**config.mk**
```make
export PLATFORM = sky130hd
export DESIGN_NAME = serial_receiver
export DESIGN_NICKNAME = d
export VERILOG_FILES = /design/src/rtl/serial_pkg.sv /design/src/rtl/serial_bit_timer.sv /design/src/rtl/serial_receiver.sv
export SDC_FILE = /design/constraint.sdc
export NUM_CORES = 1
export LEC_CHECK = 0
export BUFFER_PORTS_ARGS = -buffer_cell sky130_fd_sc_hd__buf_4
export CAP_MARGIN = 20
export CORE_ASPECT_RATIO = 1.25
export CORE_UTILIZATION = 46
export DETAILED_ROUTE_END_ITERATION = 6
export GPL_ROUTABILITY_DRIVEN = 0
export GPL_TIMING_DRIVEN = 0
export RECOVER_POWER = 50
export SLEW_MARGIN = 20
export SYNTH_ARGS = -nofsm -noshare
export SYNTH_HDL_FRONTEND = slang
export SYNTH_HIERARCHICAL = 1
export SYNTH_SLANG_ARGS = --single-unit
```
**constraint.sdc**
```tcl
create_clock -name clk -period 2.2 [get_ports clk]
set_input_delay 0.22 -clock clk [delete_from_list [all_inputs] [get_ports clk]]
set_output_delay 0.22 -clock clk [all_outputs]
set_load 0.02 [all_outputs]
```
**src/rtl/serial_pkg.sv**
```systemverilog
// Shared definitions for the serial receiver and its matching sender:
// frame constants, receiver FSM states and the even-parity helper.
package serial_pkg;

  localparam int DATA_BITS            = 8;
  localparam int DEFAULT_CLKS_PER_BIT = 5;
  localparam logic START_BIT          = 1'b0;
  localparam logic STOP_BIT           = 1'b1;

  typedef enum logic [2:0] {
    IDLE      = 3'd0,
    START     = 3'd1,
    DATA      = 3'd2,
    PARITY    = 3'd3,
    STOP      = 3'd4,
    WAIT_IDLE = 3'd5
  } rx_state_e;

  // Even parity holds when data plus parity bit carry an even number of ones.
  function automatic logic even_parity_ok(input logic [DATA_BITS-1:0] data, input logic par);
    return ~(^{data, par});
  endfunction

endpackage

```
**src/rtl/serial_bit_timer.sv**
```systemverilog
// Bit-period counter 0..CLKS_PER_BIT-1 with synchronous clear, a mid-bit
// sample strobe and an end-of-bit wrap strobe.
module serial_bit_timer #(
  parameter int CLKS_PER_BIT = 5
) (
  input  logic clk,
  input  logic reset,
  input  logic clear,
  output logic sample,
  output logic wrap
);

  localparam logic [9:0] LAST = 10'(CLKS_PER_BIT - 1);
  localparam logic [9:0] MID  = 10'((CLKS_PER_BIT - 1) / 2);

  logic [9:0] count_q;
  logic [9:0] count_d;

  assign sample = (count_q == MID);
  assign wrap   = (count_q == LAST);

  // Next count: held at zero while cleared, otherwise count and wrap.
  always_comb begin
    count_d = count_q;
    if (clear) begin
      count_d = 10'd0;
    end else if (wrap) begin
      count_d = 10'd0;
    end else begin
      count_d = count_q + 10'd1;
    end
  end

  // Counter register.
  always_ff @(posedge clk) begin
    if (reset) begin
      count_q <= 10'd0;
    end else begin
      count_q <= count_d;
    end
  end

endmodule

```
**src/rtl/serial_receiver.sv**
```systemverilog
// UART-style receiver: 1 start, 8 data LSB first, optional even parity, 1 stop.
// Define SERIAL_RX_PARITY_EN to expect the parity bit after D7.
module serial_receiver
  import serial_pkg::*;
#(
  parameter int CLKS_PER_BIT = DEFAULT_CLKS_PER_BIT
) (
  input  logic       clk,
  input  logic       reset,
  input  logic       din,
  output logic [7:0] rx_data,
  output logic       rx_status,
  output logic       frame_error,
  output logic       parity_error
);

  localparam logic [2:0] LAST_IDX = 3'(DATA_BITS - 1);
`ifdef SERIAL_RX_PARITY_EN
  localparam rx_state_e AFTER_DATA = PARITY;
`else
  localparam rx_state_e AFTER_DATA = STOP;
`endif

  rx_state_e            state_q, state_d;
  logic                 sync1_q, din_s_q, din_prev_q;
  logic [DATA_BITS-1:0] shift_q, shift_d;
  logic [2:0]           bit_idx_q, bit_idx_d;
  logic [7:0]           rx_data_q, rx_data_d;
  logic                 rx_status_q, rx_status_d;
  logic                 frame_error_q, frame_error_d;
  logic                 timer_clear_s, sample_s, wrap_s;
`ifdef SERIAL_RX_PARITY_EN
  logic                 parity_bad_q, parity_bad_d;
  logic                 parity_error_q, parity_error_d;
`endif

  // Timer idles at zero so the first count after a start edge is 0.
  assign timer_clear_s = (state_q == IDLE) || (state_q == WAIT_IDLE);

  serial_bit_timer #(.CLKS_PER_BIT(CLKS_PER_BIT)) u_bit_timer (
    .clk    (clk),
    .reset  (reset),
    .clear  (timer_clear_s),
    .sample (sample_s),
    .wrap   (wrap_s)
  );

  // Next-state and output-pulse logic for the frame FSM.
  always_comb begin
    state_d       = state_q;
    shift_d       = shift_q;
    bit_idx_d     = bit_idx_q;
    rx_data_d     = rx_data_q;
    rx_status_d   = 1'b0;
    frame_error_d = 1'b0;
`ifdef SERIAL_RX_PARITY_EN
    parity_bad_d   = parity_bad_q;
    parity_error_d = 1'b0;
`endif
    case (state_q)
      IDLE: begin
        if (din_prev_q && !din_s_q) begin
          state_d = START;
        end else begin
          state_d = IDLE;
        end
      end
      START: begin
        if (sample_s && (din_s_q != START_BIT)) begin
          state_d = IDLE;
        end else if (wrap_s) begin
          state_d   = DATA;
          bit_idx_d = 3'd0;
        end else begin
          state_d = START;
        end
      end
      DATA: begin
        if (sample_s) begin
          shift_d = {din_s_q, shift_q[DATA_BITS-1:1]};
        end else begin
          shift_d = shift_q;
        end
        if (wrap_s) begin
          bit_idx_d = bit_idx_q + 3'd1;
          if (bit_idx_q == LAST_IDX) begin
            state_d = AFTER_DATA;
          end else begin
            state_d = DATA;
          end
        end else begin
          state_d = DATA;
        end
      end
      PARITY: begin
`ifdef SERIAL_RX_PARITY_EN
        if (sample_s) begin
          parity_bad_d = ~even_parity_ok(shift_q, din_s_q);
        end else begin
          parity_bad_d = parity_bad_q;
        end
        if (wrap_s) begin
          state_d = STOP;
        end else begin
          state_d = PARITY;
        end
`else
        state_d = IDLE;
`endif
      end
      STOP: begin
        // A bad stop bit wins over a parity mismatch so pulses stay exclusive.
        if (sample_s && (din_s_q == STOP_BIT)) begin
          state_d = IDLE;
`ifdef SERIAL_RX_PARITY_EN
          if (parity_bad_q) begin
            parity_error_d = 1'b1;
          end else begin
            rx_data_d   = shift_q;
            rx_status_d = 1'b1;
          end
`else
          rx_data_d   = shift_q;
          rx_status_d = 1'b1;
`endif
        end else if (sample_s) begin
          frame_error_d = 1'b1;
          state_d       = WAIT_IDLE;
        end else begin
          state_d = STOP;
        end
      end
      WAIT_IDLE: begin
        if (din_s_q) begin
          state_d = IDLE;
        end else begin
          state_d = WAIT_IDLE;
        end
      end
      default: begin
        state_d = IDLE;
      end
    endcase
  end

  // State, synchronizer and registered outputs.
  always_ff @(posedge clk) begin
    if (reset) begin
      state_q       <= IDLE;
      sync1_q       <= 1'b1;
      din_s_q       <= 1'b1;
      din_prev_q    <= 1'b1;
      shift_q       <= '0;
      bit_idx_q     <= 3'd0;
      rx_data_q     <= 8'h00;
      rx_status_q   <= 1'b0;
      frame_error_q <= 1'b0;
`ifdef SERIAL_RX_PARITY_EN
      parity_bad_q   <= 1'b0;
      parity_error_q <= 1'b0;
`endif
    end else begin
      state_q       <= state_d;
      sync1_q       <= din;
      din_s_q       <= sync1_q;
      din_prev_q    <= din_s_q;
      shift_q       <= shift_d;
      bit_idx_q     <= bit_idx_d;
      rx_data_q     <= rx_data_d;
      rx_status_q   <= rx_status_d;
      frame_error_q <= frame_error_d;
`ifdef SERIAL_RX_PARITY_EN
      parity_bad_q   <= parity_bad_d;
      parity_error_q <= parity_error_d;
`endif
    end
  end

  assign rx_data     = rx_data_q;
  assign rx_status   = rx_status_q;
  assign frame_error = frame_error_q;
`ifdef SERIAL_RX_PARITY_EN
  assign parity_error = parity_error_q;
`else
  assign parity_error = 1'b0;
`endif

endmodule

```
==> results_tabular.tex <==
\begin{tabular}{lr}
\hline
Metric & Value \\
\hline
\multicolumn{2}{l}{\textbf{STA}} \\
\quad Number of hold violations in the final report & 0 \\
\quad Final WS setup & 192 ps \\
\quad Min Clock Period, post-route & 2010 ps \\
\quad Setup Skew & 7.79 ps \\
\quad Setup-failing EPs final & 0 \\
\quad Max-slew violations & 0 \\
\quad Worst slew margin & 0.664 \\
\quad Transition time at the pin with the least slew margin & 503 ps \\
\quad Setup repair after global routing missed its margin & no \\
\quad F\_max & $\sim$500 MHz \\
\quad Fin crit share & 0.913 \\
\multicolumn{2}{l}{\textbf{Setup path}} \\
\quad Buffer and inverter count on the worst path & 1 \\
\quad Beginning of the worst register-to-register path & u\_bit\_timer/count\_q[6]\$\_SDFF\_PP0\_ \\
\quad Critical path type & reg -> reg \\
\quad Critical Path AT & between 2000 and 2500 ps \\
\quad Capturing instance or port of the critical path & rx\_data[5]\$\_SDFFE\_PP0P\_ \\
\quad Critical path data required time & approximately 2400 ps \\
\quad Worst-path fanout max & 9 \\
\quad RR Endpoint & rx\_data[5]\$\_SDFFE\_PP0P\_ \\
\quad Worst setup path start & u\_bit\_timer/count\_q[6]\$\_SDFF\_PP0\_ \\
\quad Longest individual stage delay on the worst path & 370 ps \\
\quad Cell at the slowest stage of the critical path & dfxtp\_1 \\
\quad Crit. path cell count & 7 \\
\quad Category of cells accounting for the largest share of critical-path delay & simple AND/OR/NAND/NOR gates \\
\quad R2R Setup Slk & 190 ps \\
\quad Number of cells traversed by the worst register-to-register path & 7 \\
\quad Startpoint kind of the worst setup timing path & register \\
\quad Critical Path, Cell by Cell & nor4\_4 -> nand2\_1 -> nor3b\_2 -> nand2\_1 -> nor4b\_2 -> buf\_4 -> mux2i\_1 \\
\quad Crit path capture type & register \\
\quad CP dominant cell by count & nand2\_1 \\
\multicolumn{2}{l}{\textbf{Synth}} \\
\quad Xor/xnor share of the synthesized area & 0.0207 \\
\quad Post-synth EDFFs & 0 \\
\quad Synth Flop Type & dfxtp\_1 \\
\quad Fraction of synthesis flops using an asynchronous set or reset pin & 0 \\
\quad Combinational family with the most area after synthesis & simple AND/OR/NAND/NOR gates \\
\quad Fraction of post-synthesis cell area in the top cell type by area & 0.437 \\
\quad Total nets after synthesis & around 190 \\
\quad Share of cell area taken by muxes after synthesis & 0.0945 \\
\quad Number of distinct standard cells referenced by the synthesized netlist & 42 \\
\quad Top cell type by total area after synthesis & dfxtp\_1 \\
\quad Number of warnings issued by yosys & 6 \\
\quad Basic-gate share of the synthesized area counting and, or, nand and nor cells & 0.259 \\
\quad Synthesized instance count & 177 \\
\quad Sequential-to-total area share from yosys stat & 0.437 \\
\quad Share of the synthesized area in compound gates (AO/OA/AOI/OAI) & 0.0952 \\
\quad Fraction of the mapped netlist area in adder cells & 0.0369 \\
\quad Post-synthesis instance area & 1700 sq um \\
\quad Register bit count reported by yosys & 37 \\
\quad Ranking of synthesized cells by area & dfxtp\_1, mux2i\_1, nand2b\_1, nor2\_1, ha\_1 \\
\quad Syn\_area\_per\_cell & 9.58 sq um \\
\multicolumn{2}{l}{\textbf{GRT}} \\
\quad First-pass GRT wire length & 5240 um \\
\quad Largest net degree at the start of global routing & 12 \\
\quad Tot GR Track Use & 0.172 \\
\quad Overall overflow remaining after global route & 0 \\
\quad Number of antenna violations at the first check in global routing & 0 \\
\quad Vias in the first global route & 1243 \\
\multicolumn{2}{l}{\textbf{CTS}} \\
\quad Num CTS Buffers & 5 \\
\quad Maximum level of the CTS H-tree & 2 \\
\quad Number of buffers inserted by post-CTS setup repair & 0 \\
\quad Clock insertion delay at the later pin of the skew report & between 200 and 300 ps \\
\quad CTS Root Buffer Type & clkbuf\_8 \\
\quad TritonCTS clock tree & done \\
\quad Clock sinks & 37 \\
\quad Count of hold buffers inserted by post-cts repair & 0 \\
\quad Number of buffers on the longest clock path & 2 \\
\quad Clock edge transition at the registers on the reported setup and hold paths & 70 ps \\
\multicolumn{2}{l}{\textbf{Floorplanning}} \\
\quad Total Die Area & 3930 sq um \\
\quad Overall die width & around 56 um \\
\quad Total number of placement rows & 24 \\
\quad Effective utilization at floorplan & 0.483 \\
\quad Core area & around 3500 sq um \\
\quad Die Span Y & 69.9 um \\
\quad Top-Level Pins & 14 \\
\multicolumn{2}{l}{\textbf{Route}} \\
\quad Final WL & 3040 um \\
\quad Count of TritonRoute iterations in the first routing pass & 4 \\
\quad Average wire length per cell after detail routing & 12.9 um \\
\quad Post-route antenna net violation count & 0 \\
\quad Mean number of vias per cell & 5.33 \\
\quad Number of violations reported at the end of detailed-routing iteration 0 & between 40 and 50 \\
\quad Overall via count from detail\_route & 1258 \\
\quad DRC Markers & 0 \\
\multicolumn{2}{l}{\textbf{Min path}} \\
\quad Worst hold path type & in -> reg \\
\multicolumn{2}{l}{\textbf{Layout}} \\
\quad Fraction of layout instances using a drive strength above 1 & 0.137 \\
\quad Synthesis-to-finish area growth & 13.3\% \\
\quad Final Core Density & 0.547 \\
\quad Count of inserted antenna diode cells & 0 \\
\quad Nets@finish & 204 \\
\multicolumn{2}{l}{\textbf{Power}} \\
\quad Worst-case vdd ir drop & about 560 uV \\
\quad P\_leak & 0.669 nW \\
\quad Power per unit of standard cell area & around 690 nW/um\^{}2 \\
\multicolumn{2}{l}{\textbf{Flow run}} \\
\quad Number of max-cap violations & 0 \\
\multicolumn{2}{l}{\textbf{Run status}} \\
\quad Status & completed \\
\multicolumn{2}{l}{\textbf{Placement}} \\
\quad Worst setup slack after placement & -128 ps \\
\quad Total half-perimeter wirelength after legalization and detailed placement & 2150 um \\
\quad Number of input and output port buffers inserted & 12 \\
\hline
\end{tabular}
[final cells by class]
class	count	area, sq um
buffer	11	68.8
clock buffer	7	86.3
clock inverter	1	30.0
fill	340	1590
inverter	5	18.8
multi-input combinational	124	878
sequential	37	741
tap	39	48.8
timing repair buffer	12	48.8
[power by group]
part           internal (mW)  total [mW]  switching [mW]
Sequential             0.677       0.682         0.00506
Clock                  0.369       0.597           0.227
Combinational         0.0208      0.0468          0.0260
[placed cells by master, fill, tap and decap left out, types with 2 or more instances in the layout]
master	synthesis	routed
a21oi_1	5	6
a31oi_1	2	2
and4bb_2	2	2
buf_4	4	4
buf_6	2	2
clkbuf_1	3	17
clkbuf_8	0	6
dfxtp_1	37	37
ha_1	5	5
inv_1	5	5
mux2i_1	16	16
nand2_1	9	9
nand2b_1	18	18
nand3_1	5	5
nor2_1	18	18
o211ai_1	2	2
o21ai_0	7	7
o31ai_1	2	2
or2_2	4	4
or3_1	3	3
xor2_1	3	3
[worst reg2reg max path, delay by kind of cell (launching register included)]
family / cells / cell delay, ps
DFF: 1 / 370
buffers and inverters: 1 / 240
and+or+nand+nor: 5 / 1130
muxes: 1 / 200
[cells in the mapped netlist, drive strengths merged, types with 2 or more instances]
master	count
a21oi	6
a31oi	2
and4bb	2
buf	8
clkbuf	3
dfxtp	37
ha	5
inv	5
mux2i	16
nand2	9
nand2b	19
nand3	5
nor2	18
nor3b	2
nor4	2
o211ai	2
o21ai	7
o31ai	2
or2	4
or3	4
xor2	3
[metrics by stage]
step / power (mW) / instance area (sq um) / std cells / TNS, ps / hold slack [ps]
floorplan: 0.733 / 1700 / 177 / 0 / 324
global placement: 0.744 / 1830 / 228 / -835 / 395
detailed placement: 0.746 / 1830 / 228 / -1010 / 404
CTS: 1.35 / 1960 / 236 / 0 / 101
global route: 1.37 / 1920 / 236 / 0 / 98.9
finish: 1.33 / 1920 / 236 / 0 / 112
[worst min path at each step]
stage | depth (start not counted) | startpoint | slack (ps) | to
after floorplan | 1 | din | 320 | sync1_q$_SDFF_PP1_
after global placement | 1 | sync1_q$_SDFF_PP1_ | 390 | din_s_q$_SDFF_PP1_
after detailed placement | 1 | sync1_q$_SDFF_PP1_ | 400 | din_s_q$_SDFF_PP1_
after CTS | 2 | din | 100 | sync1_q$_SDFF_PP1_
after global routing | 2 | din | 100 | sync1_q$_SDFF_PP1_
final | 2 | din | 110 | sync1_q$_SDFF_PP1_
[cell families (layout without fill, tap and decap cells)]
logic type               after synthesis  in the layout
adder cells (fa/ha/maj)                5              5
flip-flops                            37             37
buffers and inverters                 16             36
multiplexers                          16             16
AND/OR/NAND/NOR                       73             73
AO/OA/AOI/OAI                         25             25
other                                  1              1
XOR/XNOR                               4              4
[registers in the layout, indices dropped and copies added (netlist names)]
register             cells
rx_status                1
bit_idx_q                3
din_s_q                  1
shift_q                  8
state_q                  3
u_bit_timer/count_q     10
frame_error              1
sync1_q                  1
din_prev_q               1
rx_data                  8
[layer usage]
layer  up-vias  wire length [um]  part of all wire  track usage
met5         -                 0                 0            0
met4         0                76             0.025       0.0840
met3         8                85             0.028       0.0519
met2        13              1560              0.51        0.283
met1       593              1320              0.43        0.201
li1        644                 -                 -            -
[timing repair]
item                       in CTS  in global routing
setup endpoints to repair      17                  4
gates cloned                    0                  0
resized for setup               2                  1
Note: power is estimated with default switching activity, not from simulation.
